File: src/rtl/multicycle_control.sv
// multicycle_control: Moore main-control FSM for the multi-cycle MIPS datapath (R, lw, sw, beq, ori, lui, j).
// Optional feature macro MC_CTRL_JAL_EN: adds jal (op 000011) and widens RegDst/MemtoReg to 2 bits.
// Strobes are registered from the next state; only the FETCH IR/PC write is qualified live by mem_ready.
module multicycle_control #(
  parameter int OP_W    = 6,
  parameter int TIMEOUT = 15,
  parameter int CNT_W   = 32
) (
  input  logic             clk,
  input  logic             rst,
  input  logic [OP_W-1:0]  op,
  input  logic             zero,
  input  logic             mem_ready,
  output logic             mem_req,
  output logic             IorD,
  output logic             IRWrite,
  output logic             PCWrite,
  output logic             PCWriteCond,
  output logic [1:0]       PCSrc,
`ifdef MC_CTRL_JAL_EN
  output logic [1:0]       RegDst,
  output logic [1:0]       MemtoReg,
`else
  output logic             RegDst,
  output logic             MemtoReg,
`endif
  output logic             RegWrite,
  output logic             MemWrite,
  output logic             ALUSrcA,
  output logic [1:0]       ALUSrcB,
  output logic [2:0]       ALU_op,
  output logic             R_type,
  output logic [1:0]       fault,
  output logic [CNT_W-1:0] retired
);

`ifdef MC_CTRL_JAL_EN
  localparam int SEL_W = 2;
  localparam logic [OP_W-1:0] OP_JAL = OP_W'(6'b000011);
`else
  localparam int SEL_W = 1;
`endif

  // Wait counter only needs to reach TIMEOUT-1; the TIMEOUT-th idle cycle traps.
  localparam int WAIT_W = (TIMEOUT > 1) ? $clog2(TIMEOUT) : 1;
  localparam logic [WAIT_W-1:0] WAIT_LAST = WAIT_W'(TIMEOUT - 1);

  localparam logic [OP_W-1:0] OP_R   = OP_W'(6'b000000);
  localparam logic [OP_W-1:0] OP_LW  = OP_W'(6'b100011);
  localparam logic [OP_W-1:0] OP_SW  = OP_W'(6'b101011);
  localparam logic [OP_W-1:0] OP_BEQ = OP_W'(6'b000100);
  localparam logic [OP_W-1:0] OP_ORI = OP_W'(6'b001101);
  localparam logic [OP_W-1:0] OP_LUI = OP_W'(6'b001111);
  localparam logic [OP_W-1:0] OP_J   = OP_W'(6'b000010);

  typedef enum logic [3:0] {
    S_RST, S_FETCH, S_DECODE, S_EXEC_R, S_WB_R, S_EXEC_I, S_WB_I, S_MEM_ADDR,
    S_MEM_RD, S_WB_MEM, S_MEM_WR, S_BRANCH, S_JUMP, S_JAL, S_TRAP
  } state_t;

  // One registered control word; 'fetch' marks the FETCH state so the IR/PC
  // load can be gated by the memory completing in that very cycle.
  typedef struct packed {
    logic             mem_req;
    logic             iord;
    logic             fetch;
    logic             pc_write;
    logic             pc_write_cond;
    logic [1:0]       pc_src;
    logic [SEL_W-1:0] reg_dst;
    logic [SEL_W-1:0] mem_to_reg;
    logic             reg_write;
    logic             mem_write;
    logic             alu_src_a;
    logic [1:0]       alu_src_b;
    logic [2:0]       alu_op;
    logic             r_type;
  } ctrl_t;

  state_t            state;
  state_t            state_nxt;
  ctrl_t             ctrl;
  logic [WAIT_W-1:0] wait_cnt;
  logic              mem_wait;
  logic              wait_last;
  logic              timeout_hit;
  logic              retire;
  logic              fetch_done;

  // The ALU zero flag gates PCWriteCond in the datapath, not in the sequencer.
  logic unused_zero;
  assign unused_zero = zero;

  // Successor state from current state, opcode and memory handshake.
  function automatic state_t next_state(input state_t s, input logic [OP_W-1:0] o,
                                        input logic rdy, input logic last);
    state_t n;
    n = s;
    case (s)
      S_RST:    n = S_FETCH;
      S_FETCH: begin
        if (rdy)       n = S_DECODE;
        else if (last) n = S_TRAP;
      end
      S_DECODE: begin
        if (o == OP_R)                      n = S_EXEC_R;
        else if (o == OP_LW || o == OP_SW)  n = S_MEM_ADDR;
        else if (o == OP_BEQ)               n = S_BRANCH;
        else if (o == OP_ORI || o == OP_LUI) n = S_EXEC_I;
        else if (o == OP_J)                 n = S_JUMP;
`ifdef MC_CTRL_JAL_EN
        else if (o == OP_JAL)               n = S_JAL;
`endif
        else                                n = S_TRAP;
      end
      S_EXEC_R:   n = S_WB_R;
      S_EXEC_I:   n = S_WB_I;
      S_MEM_ADDR: n = (o == OP_LW) ? S_MEM_RD : S_MEM_WR;
      S_MEM_RD: begin
        if (rdy)       n = S_WB_MEM;
        else if (last) n = S_TRAP;
      end
      S_MEM_WR: begin
        if (rdy)       n = S_FETCH;
        else if (last) n = S_TRAP;
      end
      S_WB_R, S_WB_I, S_WB_MEM, S_BRANCH, S_JUMP, S_JAL: n = S_FETCH;
      S_TRAP:   n = S_TRAP;
      default:  n = S_RST;
    endcase
    return n;
  endfunction

  // Datapath strobes asserted while sitting in a given state.
  function automatic ctrl_t decode_ctrl(input state_t s, input logic [OP_W-1:0] o);
    ctrl_t c;
    c = '0;
    case (s)
      S_FETCH: begin
        c.mem_req   = 1'b1;
        c.fetch     = 1'b1;
        c.alu_src_b = 2'b01;
      end
      S_DECODE: c.alu_src_b = 2'b11;
      S_EXEC_R: begin
        c.alu_src_a = 1'b1;
        c.r_type    = 1'b1;
      end
      S_WB_R: begin
        c.reg_dst   = SEL_W'(1);
        c.reg_write = 1'b1;
        c.r_type    = 1'b1;
      end
      S_EXEC_I: begin
        c.alu_src_a = 1'b1;
        c.alu_src_b = 2'b10;
        c.alu_op    = (o == OP_ORI) ? 3'b010 : 3'b110;
      end
      S_WB_I: c.reg_write = 1'b1;
      S_MEM_ADDR: begin
        c.alu_src_a = 1'b1;
        c.alu_src_b = 2'b10;
      end
      S_MEM_RD: begin
        c.mem_req = 1'b1;
        c.iord    = 1'b1;
      end
      S_WB_MEM: begin
        c.mem_to_reg = SEL_W'(1);
        c.reg_write  = 1'b1;
      end
      S_MEM_WR: begin
        c.mem_req   = 1'b1;
        c.iord      = 1'b1;
        c.mem_write = 1'b1;
      end
      S_BRANCH: begin
        c.alu_src_a     = 1'b1;
        c.alu_op        = 3'b100;
        c.pc_write_cond = 1'b1;
        c.pc_src        = 2'b01;
      end
      S_JUMP: begin
        c.pc_write = 1'b1;
        c.pc_src   = 2'b10;
      end
`ifdef MC_CTRL_JAL_EN
      S_JAL: begin
        c.pc_write   = 1'b1;
        c.pc_src     = 2'b10;
        c.reg_write  = 1'b1;
        c.reg_dst    = 2'b10;
        c.mem_to_reg = 2'b10;
      end
`endif
      default: c = '0;
    endcase
    return c;
  endfunction

  assign mem_wait    = (state == S_FETCH) || (state == S_MEM_RD) || (state == S_MEM_WR);
  assign wait_last   = (wait_cnt == WAIT_LAST);
  assign timeout_hit = mem_wait && !mem_ready && wait_last;
  assign state_nxt   = next_state(state, op, mem_ready, wait_last);
  assign retire      = (state_nxt == S_FETCH) &&
                       (state inside {S_WB_R, S_WB_I, S_WB_MEM, S_MEM_WR, S_BRANCH, S_JUMP, S_JAL});

  // State register, next-state strobes, wait counter, sticky fault and retire count.
  always_ff @(posedge clk) begin
    if (rst) begin
      state    <= S_RST;
      ctrl     <= '0;
      wait_cnt <= '0;
      fault    <= 2'b00;
      retired  <= '0;
    end else begin
      state <= state_nxt;
      ctrl  <= decode_ctrl(state_nxt, op);
      // Only a stalled memory state keeps counting; any entry or exit restarts it.
      if (mem_wait && state_nxt == state) wait_cnt <= wait_cnt + WAIT_W'(1);
      else                                wait_cnt <= '0;
      if (state_nxt == S_TRAP && state != S_TRAP)
        fault <= timeout_hit ? 2'b10 : 2'b01;
      if (retire)
        retired <= retired + CNT_W'(1);
    end
  end

  // IR and PC load exactly in the cycle the instruction word arrives.
  assign fetch_done  = ctrl.fetch & mem_ready & ~rst;

  assign mem_req     = ctrl.mem_req;
  assign IorD        = ctrl.iord;
  assign IRWrite     = fetch_done;
  assign PCWrite     = ctrl.pc_write | fetch_done;
  assign PCWriteCond = ctrl.pc_write_cond;
  assign PCSrc       = ctrl.pc_src;
  assign RegDst      = ctrl.reg_dst;
  assign MemtoReg    = ctrl.mem_to_reg;
  assign RegWrite    = ctrl.reg_write;
  assign MemWrite    = ctrl.mem_write;
  assign ALUSrcA     = ctrl.alu_src_a;
  assign ALUSrcB     = ctrl.alu_src_b;
  assign ALU_op      = ctrl.alu_op;
  assign R_type      = ctrl.r_type;

endmodule

File: config.mk
export PLATFORM = sky130hd
export DESIGN_NAME = multicycle_control
export DESIGN_NICKNAME = d
export VERILOG_FILES = /design/src/rtl/multicycle_control.sv
export SDC_FILE = /design/constraint.sdc
export NUM_CORES = 1
export LEC_CHECK = 0
export ABC_AREA = 1
export CORE_UTILIZATION = 30
export CTS_BUF_LIST = sky130_fd_sc_hd__clkbuf_8
export DETAILED_ROUTE_END_ITERATION = 8
export MAX_ROUTING_LAYER = met4
export PLACE_DENSITY = 0.58
export REMOVE_ABC_BUFFERS = 1
export SLEW_MARGIN = 25
export SYNTH_ARGS = -nofsm -noshare
export SYNTH_HDL_FRONTEND = slang
export SYNTH_SLANG_ARGS = --single-unit
File: constraint.sdc
create_clock -name clk -period 1.8 [get_ports clk]
set_input_delay 0.27 -clock clk [delete_from_list [all_inputs] [get_ports clk]]
set_output_delay 0.27 -clock clk [all_outputs]
set_load 0.03 [all_outputs]
After elaboration in Yosys (flattened, before gate mapping)
Cells that the tools add are included.
{"block": "classes", "addsub": 2, "n_bitwise": 5, "mux": 27, "n_reduce_logical": 21, "eq_ne": 36}
{"operator": "4-bit == test, second input constant", "count": 14}
{"operator": "4-bit one-hot mux with 9 select lines", "count": 1}
{"operator": "32-bit by 1-bit adder with 32-bit output, second input constant", "count": 1}
{"operator": "4-bit by 3-bit == test with 1-bit output, second input constant", "count": 8}
{"operator": "4-bit two-way mux", "count": 8}
{"operator": "4-bit by 2-bit == test with 1-bit output, second input constant", "count": 4}
{"operator": "6-bit by 4-bit == test with 1-bit output, second input constant", "count": 2}
{"operator": "6-bit == test, second input constant", "count": 2}
{"operator": "1-bit two-way mux", "count": 11}
{"operator": "4-bit by 1-bit == test with 1-bit output, second input constant", "count": 2}
{"operator": "2-bit OR reduction", "count": 4}
{"operator": "7-bit nonzero test", "count": 1}
{"operator": "7-bit OR reduction", "count": 1}
{"operator": "6-bit by 2-bit == test with 1-bit output, second input constant", "count": 1}
{"operator": "6-bit by 3-bit == test with 1-bit output, second input constant", "count": 1}
{"operator": "6-bit zero test", "count": 1}
{"operator": "2-bit two-way mux", "count": 3}
{"operator": "2-bit one-hot mux with 3 select lines", "count": 1}
{"operator": "3-bit one-hot mux with 2 select lines", "count": 1}
{"operator": "3-bit OR reduction", "count": 2}
{"operator": "1-bit logical AND", "count": 5}
{"operator": "4-bit by 1-bit adder with 4-bit output, second input constant", "count": 1}
{"operator": "4-bit == test", "count": 1}
{"operator": "4-bit zero test", "count": 1}
{"operator": "9 further kinds", "count": 14}
{"block": "word_totals", "regBits": 60, "in_bits": 10, "wordCells": 109, "output_inout_bits": 52}

Longest topological paths before layout
Gate-level depths: netlist (run 1).
{"block": "depth", "ltp_word": 11, "ltp_mapped": 13, "mapped_depth_nobuf": 12}

Worst setup path before layout (run 1)
OpenSTA, ideal clock, no wires.
{"block": "synth_path", "kind": "register to register", "startpoint": "register retired[0]", "endpoint": "register retired[16]", "stages_incl_launch_ff": 9, "period_less_slack_ps": 1961, "path_buffers": 0, "setup_ps": 70, "arrival_ps": 1891, "setup_slack_ps": -161, "required_ps": 1730, "cell_sequence": "dfxtp_1 -> ha_1 -> nand3_1 -> nor2_1 -> nand3_1 -> nor2_1 -> xor2_1 -> nand3_1 -> a21oi_1"}
{"block": "synth_between", "elab_chain_cells": 1}
{"item": "start, declared", "line_no": "34", "source": "output logic [CNT_W-1:0] retired"}
{"item": "start signal, assigned", "line_no": "225", "source": "retired <= retired + CNT_W'(1);"}
{"item": "32-bit by 1-bit adder with 32-bit output", "line_no": "225"}
No other way between the ends.
A chain may end at the register's enable or synchronous reset.

Worst setup path in the final report (run 1)
{"block": "layout_path", "startpoint": "input port op[3]", "endpoint": "register retired[27]"}
{"block": "layout_between", "elab_chain_cells": 9, "word_cells_on_any_way": 18, "classes_between": "eq/ne: 7; mux: 7; reduce/logical: 4"}
{"item": "start, declared", "line_no": "11", "source": "input logic [OP_W-1:0] op,"}
{"item": "6-bit by 2-bit == test with 1-bit output / 6-bit by 4-bit == test with 1-bit output (equally long branches)", "line_no": "110, 109"}
{"item": "2-bit two-way mux / 1-bit logical OR (equally long branches)", "line_no": "110, 109"}
{"item": "4-bit two-way mux", "line_no": "109", "source": "else if (o == OP_ORI || o == OP_LUI) n = S_EXEC_I;"}
{"item": "4-bit two-way mux", "line_no": "108", "source": "else if (o == OP_BEQ) n = S_BRANCH;"}
{"item": "4-bit two-way mux", "line_no": "107", "source": "else if (o == OP_LW || o == OP_SW) n = S_MEM_ADDR;"}
{"item": "4-bit two-way mux", "line_no": "106", "source": "if (o == OP_R) n = S_EXEC_R;"}
{"item": "4-bit one-hot mux with 9 select lines *", "line_no": "99", "source": "case (s)"}
{"item": "4-bit by 1-bit == test with 1-bit output *", "line_no": "205", "source": "assign retire = (state_nxt == S_FETCH) &&"}
{"item": "1-bit logical AND *", "line_no": "205"}
Every way passes the cells marked *; elsewhere a longest branch is shown, timed or not.

==> impl_results.md, run 1 <==
- Status: completed
- Critical path launch point type: input port
- Critical hold path startpoint: op[0]
- Post-route ant nets: 0
- CTS sink cnt: 58
- Synth area leader: dfxtp_1
- Detailed Route Iter0 Violations: 134
- Count of cell types in the netlist: 32
- Final #Nets: 616
- Detailed Route WL: between 10000 and 15000 um
- Synth Cell Area: between 3000 and 4000 um^2
- Leak pwr: 2.252 nW
- Avg Synthesized Cell Area: 6.651 um^2
- Fmax: 0.5567 GHz
- Hold Slack: around 0.4 ns
- Post-placement cell area: 4308 um^2
- Reg clk slew, reported paths: 0.07 ns
- M3 GR Usage: 5.046%
- CORE AREA: around 11000 um^2
- Dpl cells: 717
- DR pass1 iterations: 4
- H-tree levels: 3
- Initial antenna violation count: 0
- Skew final: 0.009841 ns
- Sequential fraction of the synthesis area: 35.12%
- ANT cells: 0
- #FFs+latches synth: a little under 60
- Synth area leaders: dfxtp_1 (35%), nand2_1 (16%), nand3_1 (8.9%)
- Final Instance Area: 5079 um^2
- Fin crit share: 99.80%
- # setup viols final: 0
- RSZ-0062 raised after global routing: true
- Layout cell share with drive strength beyond 1: 29.28%
- DR WL/cell: 14.53 um
- Clock Latency Late Sink: 0.35 ns
- Starting Density: 31.46%
- Syn-to-layout area delta: 53.63%
- Die Area: 11440 um^2
- # IOs: 62
- CTS root buf: clkbuf_8
- YS warnings: 0
- CTS tree: built
- Critical path endpoint category: flip-flop
- Residual DRC: 0
- Critical Path AT: 2.01 ns
- CP Launch Point: op[3]
- GPL Wtd Cong: 0.9117
- Fin util: 48.33%
- GR Util met2: 31.57%
- Cells after Synth: approximately 500
- Vias in the first global route: 3431
- Via density: 4.895
- Pwr/cell area: 1113 nW/um^2
- Die Height: approximately 110 um
- Total of max-cap violations: 0
- Crit Path Category: input port to flip-flop
- Synth top area share: 35.12%
- Final hold violation count: 0
- Largest net degree at the start of global routing: 34
- GRT Residual Overflow: 0
- Max-slew violation count: 0
- Non-filler cells, final: ~740
- CTS Buf Count: 9
- R2r startpoint: state[3]$_SDFF_PP0_
- GR Util met1: 20.37%
- CTS max path bufs: 2
- Chip width: 107.0 um
- Vias: 3642
- Crit-path max FO: 6
- Port buffer count: 59
- First-pass GRT wire length: 15980 um
- Worst hold path type: input port to flip-flop
- GRT Util Overall: a little under a fifth
- Peak supply drop: 0.6556 mV
- Worst Path Required: between 2 and 2.5 ns
- # rows: 37
- Tmin final: around 1.8 ns
- GR peak layer: met2
- Post-DP HPWL: 7186 um
## state kept, by name, indices dropped and copies added (netlist names), 2 cells and up
register,cells
state,4
fault,2
retired,32
ALUSrcB,2
PCSrc,2
wait_cnt,4
ALU_op,2
ctrl,2
## cells in the final DEF (no fill, tap or decap), drive strengths merged, types with 2 or more instances in the layout
master / instances
bufinv: 2
nand2: 146
dfxtp: 58
nor2: 73
clkinvlp: 2
dlygate4sd2: 11
nand3: 61
o21ai: 5
buf: 54
inv: 32
nor3: 14
clkinv: 3
nand3b: 10
nand4: 9
dlymetal6s2s: 16
ha: 3
clkdlybuf4s50: 30
a21oi: 37
clkbuf: 13
xor2: 14
xnor2: 9
## Yosys cell counts
| cell type | count |
|---|---|
| nand2_1 | 145 |
| nor2_1 | 65 |
| nand3_1 | 59 |
| dfxtp_1 | 58 |
| a21oi_1 | 36 |
| inv_1 | 29 |
| nor3_1 | 14 |
| xor2_1 | 14 |
| nand3b_1 | 10 |
| buf_4 | 9 |
| nand4_1 | 9 |
| xnor2_1 | 9 |
| nor2_2 | 6 |
| clkbuf_1 | 5 |
| buf_6 | 4 |
| ha_1 | 3 |
| inv_2 | 3 |
| o21ai_0 | 3 |
| buf_2 | 2 |
| o21ai_1 | 2 |
| a21oi_2 | 1 |
| a31oi_1 | 1 |
| conb_1 | 1 |
| nand2_4 | 1 |
| nand3_2 | 1 |
| nand3_4 | 1 |
| nor2_4 | 1 |
| nor2_8 | 1 |
| nor3b_1 | 1 |
| nor4_1 | 1 |
| o21bai_1 | 1 |
| or2_2 | 1 |
## power by group
part | internal [mW] | switching (mW) | leakage (nW) | total [mW]
Sequential | 1.41 | 0.0939 | 0.475 | 1.50
Clock | 0.775 | 0.564 | 0.105 | 1.34
Combinational | 1.20 | 1.61 | 1.67 | 2.81
## per-stage QoR
step	setup WS [ns]	setup TNS, ns	power, mW
6_report	0.003646	0	5.654
2_1_floorplan	-0.1929	-2.570	2.525
3_3_place_gp	-0.2152	-9.094	3.467
3_5_place_dp	-0.2735	-11.21	3.482
5_1_grt	-0.1052	-2.298	5.927
4_1_cts	0.001687	0	4.844
## worst paths after layout
path,end,slack (ns),depth (start not counted)
setup / recovery,retired[27]$_SDFFE_PP0P_,0.004,13
hold / removal,ALU_op[2]$_SDFF_PP0_,0.39,4
setup reg to reg,retired[27]$_SDFFE_PP0P_,0.01,11
hold reg to reg,fault[0]$_SDFFE_PP0P_,0.48,2
## cell type report
class	instances	area [um^2]
fillers	1045	5430
multi-input cells	387	2203
flip-flops and latches	58	1184
clock inverters	7	93.84
inverters	32	127.6
clock buffers	9	123.9
repair buffers	115	1176
well taps	136	170.2
## per-layer routing
layer	up-vias	wire, um
li1	1825	-
met1	1678	4576
met2	113	5384
met4	0	288
met5	-	0
met3	26	565
## cells by family (layout without fill, tap and decap cells)
family	Yosys count	count (layout)	synth area share, %
compound gates	44	44	6.889
xor+xnor	23	23	6.094
flops	58	58	35.12
buf+inv	52	163	7.910
other cells	1	1	0.1134
simple gates	316	316	42.73
fa+ha+maj	3	3	1.136
## what timing repair did
action                     in CTS  in global routing
setup endpoints to repair      40                 60
pin swaps                       1                 13
hold buffers                    0                  0
buffers inserted                0                  5
cloned                          0                  6
resized for setup              16                122
## worst max-delay path, stage by stage
cell,delay (ns)
clkdlybuf4s50_1,0.51
inv_1,0.09
nor2_1,0.11
nand2_1,0.06
nand3_1,0.08
nand2_1,0.08
inv_2,0.07
nor2_4,0.05
nor2_8,0.24
nand2_8,0.12
clkbuf_16,0.19
nand2_1,0.06
a21oi_1,0.06
Note: power is estimated with default switching activity, not from simulation.
==> run 2, diff against run 1 <==
--- a/config.mk
+++ b/config.mk
@@ -8,6 +8,7 @@
 export ABC_AREA = 1
 export CORE_UTILIZATION = 30
 export CTS_BUF_LIST = sky130_fd_sc_hd__clkbuf_8
+export CTS_CLUSTER_SIZE = 40
 export DETAILED_ROUTE_END_ITERATION = 8
 export MAX_ROUTING_LAYER = met4
 export PLACE_DENSITY = 0.58
==> results of run 2 <==
Final layout, timing and power as in run 1 (identical DEF).
==> patch (settings of run 2) <==
Set the parameter `OP_W` to 3 (it was 6).
--- a/src/rtl/multicycle_control.sv
+++ b/src/rtl/multicycle_control.sv
@@ -3,5 +3,5 @@
 // Strobes are registered from the next state; only the FETCH IR/PC write is qualified live by mem_ready.
 module multicycle_control #(
-  parameter int OP_W    = 6,
+  parameter int OP_W    = 3,
   parameter int TIMEOUT = 15,
   parameter int CNT_W   = 32
Ports: changed (resized op); port bits go from 62 to 59. No check against the original RTL was run, so the function may have changed too.
==> patch against run 2 <==
  * Total power fell by 22%
  * Final area rose by 4.6%
  * Sequential power fell by 7%
  * Global-route usage rose by 0.79 points
  * Sequential cell count did not move
  * Wire length rose by 6.1%
  * Critical path depth did not move
  * Synthesized area rose by 7.3%
  * Die area rose by 7.2%
  * Worst setup slack improved by 0.0077 ns
  * Critical endpoint is now retired[15]
==> patch: results (changes against run 2) <==
route:
  dr.pass1.iters: 4  # unchanged
  wl_per_cell_um: 14.47  # -0.46%
  drt_iter0_drc: 172  # +28%
  vias_per_cell: 4.908  # +0.26%
clock_network:
  insertion_delay_ns: 0.36
  cts_max_path_buffers: 2  # unchanged
  cts_root_buf: "clkbuf_8"
  clkTransAtPathRegs_ns: 0.07  # about the same
  cts-buffers-inserted: 9  # unchanged
  cts_max_level: 3  # unchanged
synth:
  ys_async_sr_fraction_pct: 0  # unchanged
  yosys_most_used_dff: "dfxtp_1"
  synth_area_leaders: "dfxtp_1 33%, nand2_1 19%, nor2_1 8.0%"
  ys_seq_area_share_pct: 32.73  # -2.4 points
  synthDistinctLibCells: 38  # +19%
  netlist_top_cells_count: "175 x nand2_1, 76 x nor2_1, 58 x dfxtp_1"
  yosys_warnings: 0  # unchanged
setup_path:
  reg2reg_slack_ns: 0.01
  slowest_delay_ns: 0.38  # -0.13 ns
  worstSetupPathType: "flop to flop"
  cp_max_fo: 5  # -1
  r2r-start: "state[1]"
  worstRegToRegCells: 13  # +2
  slowest_stage: "dfxtp_4"
  r2r-end: "retired[15]"
hold_path:
  hp-start: "op[1]"
  hold_class: "primary input to flop"
  worstHoldPathCells: 3  # -1
  hold_end: "ALU_op[2]"
final_layout:
  drive_gt1_share_pct: 31.85  # +2.6 points
  nFillCells: 1118  # +7.0%
  nNetsFinal: 655  # +6.3%
  biggestRegsByFlops: "retired (32), state (4), wait_cnt (4)"
power:
  peakVddDrop_mv: 0.5501  # -16%
  switching_share_pct: 35.89  # -4.3 points
  leakagePower_nw: 2.275  # +1.0%
global_route:
  track_usage_pct: 19.01  # +0.79 points
  antenna_found_initial: 0  # unchanged
  grt_max_degree: 21  # -38%
  grt_pass1_vias: 3826  # +12%
  grt_first_pass_wirelength_um: 18090  # +13%
placement:
  hpwlAfterDp_um: 7869  # +9.5%
  routabilityCongestion: 0.9093  # -0.26%
  io_buffers: 56  # -5.1%
outcome:
  status: "finished, final reports clean"
timing:
  fin_worst_skew_ns: 0.006981  # -0.002860 ns
  finalHoldWorstSlack_ns: 0.3237  # -0.07040 ns
patch: cell count changes after synthesis, sizes merged, moves of 6 or more:
cell / delta
a21oi: -7
nand2: +32
nand3: -11
nor2: +11
xor2: -6
patch: final cells by class:
type,instances,area [um2],share of cell area [%]
Multi-Input combinational cell,412,2349,44.21
Timing Repair Buffer,126,1255,23.62
Sequential cell,58,1179,22.19
Tap cell,143,178.9,3.368
Clock buffer,11,151.4,2.850
Inverter,38,147.6,2.779
Clock inverter,5,52.55,0.9892
patch: critical path: cells and delay by family (launching register included):
family                 cells  cell delay, ns
and+or+nand+nor            8            0.71
DFF                        1            0.38
AOI/OAI and AO/OA          1            0.05
buffers and inverters      4            0.53
patch: routing by layer:
metal	global-route usage [%]	wire length, um
met1	21.03	4717
met2	33.37	6083
met3	4.483	510
met4	6.489	161
met5	-	0
patch: stage by stage:
stage | cells | setup slack (ns) | area, um2 | setup TNS, ns
floorplan | 508 | -0.4698 | 3373 | -13.33
global placement | 761 | -0.2350 | 4579 | -9.737
detailed placement | 761 | -0.2857 | 4579 | -11.15
CTS | 791 | -0.05386 | 5004 | -0.9828
global route | 793 | -0.09701 | 5313 | -2.572
finish | 793 | 0.01138 | 5313 | 0
patch: cells by family (layout without fill, tap and decap cells):
kind of cell / count (synthesis) / in the layout / share of synthesized area [%]
AOI/OAI and AO/OA: 45 / 45 / 8.219
xor gates and xnor gates: 12 / 12 / 2.963
adders and majority gates: 3 / 3 / 1.058
buffers and inverters: 61 / 180 / 8.994
DFF: 58 / 58 / 32.73
other: 1 / 1 / 0.1057
and+or+nand+nor: 351 / 351 / 45.93
patch: worst max-delay path by stage:
stage                   to  cells after the start
6_report       retired[15]                     13
5_1_grt         retired[2]                     13
4_1_cts         retired[9]                     14
3_5_place_dp   wait_cnt[0]                     10
3_3_place_gp   retired[31]                     11
2_1_floorplan  retired[31]                      5
patch: timing repair:
action                                 in CTS  in global routing
endpoints found under the hold margin       0                  0
setup endpoints to repair                  56                 57
setup buffers                              11                  3
pin swaps                                  16                 26
cloned                                      3                  2
gates resized for setup                    40                 91
patch: power groups by stage:
| stage | combinational (W) | sequential [W] | clock, W |
|---|---|---|---|
| after global placement | 0.00124 | 0.00142 | 0 |
| after floorplan | 0.000579 | 0.00149 | 0 |
| after global routing | 0.00186 | 0.00141 | 0.00135 |
| final | 0.00174 | 0.00140 | 0.00126 |
| after CTS | 0.00167 | 0.00139 | 0.00130 |
| after detailed placement | 0.00125 | 0.00142 | 0 |
